**src/rtl/mem_ctrl.sv**
```systemverilog
// Memory controller: a CPU-facing load/store port in front of a small
// 16-bit RAM, a write-only LED register and a read-only switch port.
// Each access completes with a four-phase mem_ready handshake.
module mem_ctrl #(
    parameter int          RAM_WORDS = 256,
    parameter logic [8:0]  LED_ADDR  = 9'h100,
    parameter logic [8:0]  SW_ADDR   = 9'h140,
    parameter int          RD_WAIT   = 1
) (
    input  logic        clk,
    input  logic        reset,
    input  logic [1:0]  mem_cmd,
    input  logic [8:0]  mem_addr,
    input  logic [15:0] write_data,
    input  logic [15:0] sw_in,
    output logic [15:0] read_data,
    output logic        mem_ready,
    output logic [15:0] led_out,
    output logic        bad_addr
);

    localparam int          RAM_AW      = (RAM_WORDS > 1) ? $clog2(RAM_WORDS) : 1;
    localparam logic [2:0]  RD_WAIT_CNT = 3'(RD_WAIT);
    localparam logic [1:0]  CMD_READ    = 2'b01;
    localparam logic [1:0]  CMD_WRITE   = 2'b10;

    typedef enum logic [1:0] {
        S_IDLE,
        S_RD_WAIT,
        S_DONE
    } state_t;

    state_t              state_q, state_d;
    logic [RAM_AW-1:0]   addr_q, addr_d;
    logic [2:0]          cnt_q, cnt_d;
    logic [15:0]         read_data_q, read_data_d;
    logic                mem_ready_q, mem_ready_d;
    logic [15:0]         led_q, led_d;
    logic                bad_q, bad_d;
    logic [15:0]         sw_meta_q, sw_sync_q;

    logic [15:0]         ram [RAM_WORDS];
    logic                ram_we;
    logic [RAM_AW-1:0]   ram_widx;
    logic [15:0]         ram_wdata;

    logic                in_ram;
    logic                cmd_none;

    // Full 9-bit decode, so nothing above the RAM aliases back into it.
    assign in_ram   = (32'(mem_addr) < 32'(RAM_WORDS));
    assign cmd_none = (mem_cmd != CMD_READ) && (mem_cmd != CMD_WRITE);

    // Next-state and datapath decisions; commands are only looked at in IDLE.
    always_comb begin
        state_d     = state_q;
        addr_d      = addr_q;
        cnt_d       = cnt_q;
        read_data_d = read_data_q;
        mem_ready_d = mem_ready_q;
        led_d       = led_q;
        bad_d       = bad_q;
        ram_we      = 1'b0;
        ram_widx    = mem_addr[RAM_AW-1:0];
        ram_wdata   = write_data;

        case (state_q)
            S_IDLE: begin
                if (mem_cmd == CMD_READ) begin
                    if (in_ram) begin
                        addr_d  = mem_addr[RAM_AW-1:0];
                        cnt_d   = RD_WAIT_CNT;
                        state_d = S_RD_WAIT;
                    end else if (mem_addr == SW_ADDR) begin
                        read_data_d = sw_sync_q;
                        mem_ready_d = 1'b1;
                        state_d     = S_DONE;
                    end else begin
                        read_data_d = 16'h0000;
                        bad_d       = 1'b1;
                        mem_ready_d = 1'b1;
                        state_d     = S_DONE;
                    end
                end else if (mem_cmd == CMD_WRITE) begin
                    if (in_ram) begin
                        ram_we = 1'b1;
                    end else if (mem_addr == LED_ADDR) begin
                        led_d = write_data;
                    end else begin
                        bad_d = 1'b1;
                    end
                    mem_ready_d = 1'b1;
                    state_d     = S_DONE;
                end
            end

            S_RD_WAIT: begin
                if (cnt_q == 3'd0) begin
                    read_data_d = ram[addr_q];
                    mem_ready_d = 1'b1;
                    state_d     = S_DONE;
                end else begin
                    cnt_d = cnt_q - 3'd1;
                end
            end

            S_DONE: begin
                mem_ready_d = 1'b1;
                if (cmd_none) begin
                    mem_ready_d = 1'b0;
                    bad_d       = 1'b0;
                    state_d     = S_IDLE;
                end
            end

            default: begin
                state_d = S_IDLE;
            end
        endcase
    end

    // State, output registers and the switch synchroniser, with synchronous reset.
    always_ff @(posedge clk) begin
        if (!reset) begin
            state_q     <= S_IDLE;
            addr_q      <= '0;
            cnt_q       <= 3'd0;
            read_data_q <= 16'h0000;
            mem_ready_q <= 1'b0;
            led_q       <= 16'h0000;
            bad_q       <= 1'b0;
            sw_meta_q   <= 16'h0000;
            sw_sync_q   <= 16'h0000;
        end else begin
            state_q     <= state_d;
            addr_q      <= addr_d;
            cnt_q       <= cnt_d;
            read_data_q <= read_data_d;
            mem_ready_q <= mem_ready_d;
            led_q       <= led_d;
            bad_q       <= bad_d;
            sw_meta_q   <= sw_in;
            sw_sync_q   <= sw_meta_q;
        end
    end

    // RAM array is never cleared; a write coinciding with reset is dropped.
    always_ff @(posedge clk) begin
        if (ram_we && reset) begin
            ram[ram_widx] <= ram_wdata;
        end
    end

    assign read_data = read_data_q;
    assign mem_ready = mem_ready_q;
    assign led_out   = led_q;
    assign bad_addr  = bad_q;

endmodule

```
**config.mk**
```make
export PLATFORM = sky130hd
export DESIGN_NAME = mem_ctrl
export DESIGN_NICKNAME = d
export VERILOG_FILES = /design/src/rtl/mem_ctrl.sv
export SDC_FILE = /design/constraint.sdc
export NUM_CORES = 2
export LEC_CHECK = 0
export CELL_PAD_IN_SITES_DETAIL_PLACEMENT = 2
export CELL_PAD_IN_SITES_GLOBAL_PLACEMENT = 2
export CORE_MARGIN = 2
export CORE_UTILIZATION = 51
export CTS_CLUSTER_DIAMETER = 60
export DETAILED_ROUTE_END_ITERATION = 12
export PLACE_DENSITY = 0.89
export SYNTH_ARGS = -nofsm -noshare
export SYNTH_HDL_FRONTEND = slang
export SYNTH_SLANG_ARGS = --single-unit
```
**constraint.sdc**
```tcl
create_clock -name clk -period 3.9 [get_ports clk]
set_clock_uncertainty 0.1 [all_clocks]
set_input_delay 0.39 -clock clk [delete_from_list [all_inputs] [get_ports clk]]
set_output_delay 0.39 -clock clk [all_outputs]
set_load 0.005 [all_outputs]
```
==> results.txt, run 1 <==
mapped cell area - 0.161 mm2
number of port buffers - 78
FF+latch count, synth - 4183
row count - 206
ys flop type - edfxtp_1
synth warn - 0
sequential-to-total area share from yosys stat - 0.774
EDFF count, synth - 4096
chip width - 566 um
status - stopped before the end
stage reached - detailed placement
RD Place Congestion - 0.909
Net Count, Synth - 7541
IO Count - 79
count of cell types in the netlist - 77
Cells after Synth - 7492
DP HPWL - 486 mm
ys async rst share - 0
starting density of the core - 0.512
Syn Area/Cell - 21.5 um2
Tool Error - [ERROR DPL-0033] detailed placement checks failed during check placement.
Die Span Y - 566 um
==> cells in the mapped netlist, types with 15 or more instances <==
library cell | number | area share
edfxtp_1 | 4096 | 0.76
nor4_1 | 17 | 0.00066
nor2b_1 | 19 | 0.00074
nor3_1 | 68 | 0.0021
a211oi_1 | 42 | 0.0020
mux4_2 | 970 | 0.14
clkbuf_1 | 163 | 0.0038
o21ai_0 | 62 | 0.0019
a22o_1 | 15 | 0.00082
and2_1 | 64 | 0.0025
a22oi_1 | 73 | 0.0034
nand2_1 | 282 | 0.0066
a21oi_1 | 116 | 0.0036
dfxtp_1 | 87 | 0.011
o22ai_1 | 93 | 0.0036
o221ai_1 | 64 | 0.0035
buf_1 | 30 | 0.00070
nand2b_1 | 15 | 0.00058
buf_4 | 60 | 0.0028
mux2i_1 | 318 | 0.020
nand3_1 | 60 | 0.0019
buf_8 | 17 | 0.0016
buf_6 | 52 | 0.0036
a2111oi_0 | 16 | 0.00087
and3_1 | 16 | 0.00062
nor2_1 | 328 | 0.0076
a31oi_1 | 26 | 0.0010
o211ai_1 | 27 | 0.0013
buf_2 | 119 | 0.0037
==> through the flow <==
stage          std cells  instance area, um2  setup TNS [ps]  hold slack, ps  worst slack [ps]
2_1_floorplan       7492              161000               0             312               624
3_3_place_gp       12000              173000           -1660             327              -335
==> logic make-up after synthesis <==
kind of cell / synth area share
compound gates: 0.0270
xor+xnor: 0.000109
fa+ha+maj: 0.000311
buf+inv: 0.0166
flops: 0.774
mux: 0.156
simple gates: 0.0255
==> run 2: changes to the inputs <==
- CELL_PAD_IN_SITES_DETAIL_PLACEMENT: 2 -> not set
- CELL_PAD_IN_SITES_GLOBAL_PLACEMENT: 2 -> not set
- CORE_UTILIZATION: 51 -> 40
- CTS_CLUSTER_DIAMETER: 60 -> not set
- PLACE_DENSITY: 0.89 -> not set
- PLACE_DENSITY_LB_ADDON: not set -> 0.15
==> results.txt, run 2 <==
status - finished clean
Int Power - 74.1 mW
ys flop type - edfxtp_1
Cells after Synth - 7492
global route overflow - 0
most common cell in the netlist - edfxtp_1
GRT met3 Usage - 0.0318
Detailed Route WL - 487 mm
switch share - 0.215
DP HPWL - 309 mm
most frequent cells after synthesis - edfxtp_1 (4096), mux4_2 (970), nor2_1 (328)
Core ar. - 0.402 mm2
row count - 233
CP max FO - 34
setup TNS - 0 ps
Leakage - 59.4 nW
Avg Vias per Cell - 5.82
final setup fails - 0
cell family with most CP delay - compound AO/OA/AOI/OAI gates
die footprint - 0.408 mm2
Fin. Hold Viols - 0
combinational group share of total power - 0.039
leading cell type in the layout, fill and taps excluded - edfxtp_1
DR DRC count - 0
synth warn - 0
CP most frequent cell - buf_4
Routed Antenna Nets - 0
most frequent cells in the layout - edfxtp_1 (4096), mux4_2 (970), buf_4 (630), clkbuf_16 (447), mux2i_1 (318)
number of port buffers - 78
max cap viols - 0
starting density of the core - 0.401
Sequential Power Share - 0.524
number of setup buffers added after CTS - 0
FF+latch count, synth - 4183
Crit path buffers/inverters - 4
peak supply drop - 0.377 mV
largest net degree at the start of global routing - 131
first-pass GRT wire length - 673 mm
share of cells above drive strength 1 - 0.309
Largest register FFs - 4096
TritonRoute pass-1 iters - 5
RSZ-0062 raised after global routing - no
Nets - 8587
Num CTS Buffers - 443
sequential-to-total area share from yosys stat - 0.774
EDFF count, synth - 4096
Final Core Density - 0.477
ys async rst share - 0
XOR/XNOR Fraction of Synth Area - 0.000109
Critical Path Max Stage Delay - 820 ps
TritonCTS clock tree - done
crit path kind - flip-flop to flip-flop
RD Place Congestion - 0.887
fmax - 261 MHz
number of global-route vias before repair - 83100
via count - 82700
count of cell types in the netlist - 77
Critical Path End Type - flip-flop
compound-gate portion of the synthesized area - 0.0270
simple-gate share of the synthesized area - 0.0255
critical path required time - 4740 ps
NetSw - 20.3 mW
Reg with most FFs - ram
adder-cell area share of the yosys netlist - 0.000311
Tot Pwr - 94.4 mW
max_slew headroom - 0.105
post-synthesis mux area share - 0.156
main combinational cell family by area after synthesis - multiplexers
Hold Crit Class - flip-flop to flip-flop
DR WL/cell - 34.2 um
CP Cell Sequence - buf_12 -> or2_2 -> buf_4 -> o22ai_1 -> nor2_1 -> a21oi_1 -> buf_4 -> a2111oi_1 -> buf_4 -> o311a_1 -> a31o_2
H-tree levels - 5
CP arrival - 4680 ps
cell taking the most area after synthesis - edfxtp_1
post-synth top area share - 0.763
M1 GR Usage - 0.331
worst skew pair latency - 1000 ps
IO Count - 79
Filler cells - 33000
Area contributors post-synth - edfxtp_1 (76%), mux4_2 (14%), mux2i_1 (2.0%)
root buf cell - clkbuf_16
fin crit period - 3840 ps
Sink Count - 4183
Final Slew Violations - 0
initial antenna violation count - 34
Max stage delay cell, worst path - dfxtp_4
buffer depth of the longest clock path - 4
met2 Resource Use GR - 0.383
Clock Pin Slew Worst Setup and Hold Paths - 60 ps
most used routing layer - met2
area grow syn2layout - 19.1%
hold_sp - sw_meta_q[7]
DRT iter0 DRCs - 9918
Final Cycle Share - 0.984
Syn Area/Cell - 21.5 um2
chip width - 639 um
Setup crit start kind - flip-flop
R2R setup slack - 60 ps
mapped cell area - 0.161 mm2
Net Count, Synth - 7541
GRT Util Overall - 0.236
Die Span Y - 639 um
Clk network pwr share - 0.437
power density cells - 492 mW/mm2
worst slew pin tran - 1340 ps
## run 2: worst reg2reg max path: cells and delay by family (launching register included)
kind	cells	cell delay, ps
AO/OA/AOI/OAI	5	1260
buffers and inverters	4	1010
flip-flops	1	820
AND/OR/NAND/NOR	2	590
## run 2: layout make-up
| type | instances | area, um2 | share of cell area |
|---|---|---|---|
| Clock inverter | 285 | 2600 | 0.0135 |
| Timing Repair Buffer | 1044 | 12000 | 0.0624 |
| Inverter | 12 | 65.1 | 0.000339 |
| Multi-Input combinational cell | 2854 | 34200 | 0.178 |
| Antenna cell | 13 | 32.5 | 0.000170 |
| Sequential cell | 4183 | 125000 | 0.650 |
| Clock buffer | 543 | 11600 | 0.0605 |
| Tap cell | 5287 | 6620 | 0.0345 |
## run 2: kinds of logic (layout without fill, tap and decap cells)
group                      Yosys count  after routing
muxes                             1302           1302
buffers and inverters              455           1884
xor gates and xnor gates             2              2
adders and majority gates            4              4
other                                0             13
DFF                               4183           4183
and+or+nand+nor                    919            919
AOI/OAI and AO/OA                  627            627
## run 2: through the flow
| step | instances | area (um2) | worst slack, ps | hold WS, ps |
|---|---|---|---|---|
| floorplan | 7492 | 161000 | 624 | 312 |
| global placement | 13300 | 177000 | -688 | 323 |
| detailed placement | 13300 | 177000 | -659 | 321 |
| CTS | 14200 | 192000 | 4.82 | 267 |
| global route | 14200 | 192000 | 9.41 | 314 |
| finish | 14200 | 192000 | 61.9 | 322 |
## run 2: routing by layer
metal | share of wire | wire [um]
met5 | 0.000023 | 11
met4 | 0.037 | 17900
met3 | 0.068 | 33000
met2 | 0.48 | 234000
met1 | 0.42 | 202000
## run 2: repair_timing
| item | 4_1_cts | 5_1_grt |
|---|---|---|
| endpoints found under the hold margin | 1144 | 0 |
| hold buffers | 32 | 0 |
| gates resized for setup | 6 | 5 |
| setup endpoints to repair | 5 | 3 |
## run 2: worst paths after layout
path / to / cells after the start
worst min register to register: sw_sync_q[7] / 1
worst max-delay path: read_data[11] / 11
worst min-delay path: sw_sync_q[7] / 1
worst max register to register: read_data[11] / 11
## run 2: power groups by stage
| stage | Sequential (mW) | Combinational (mW) | Clock [mW] |
|---|---|---|---|
| 2_1_floorplan | 50.3 | 1.44 | 0 |
| 3_3_place_gp | 50.3 | 3.64 | 0 |
| 3_5_place_dp | 50.3 | 3.69 | 0 |
| 4_1_cts | 49.4 | 3.73 | 42.0 |
| 5_1_grt | 49.4 | 3.85 | 43.6 |
| 6_report | 49.4 | 3.71 | 41.2 |
(Power assumes the default switching activity.)
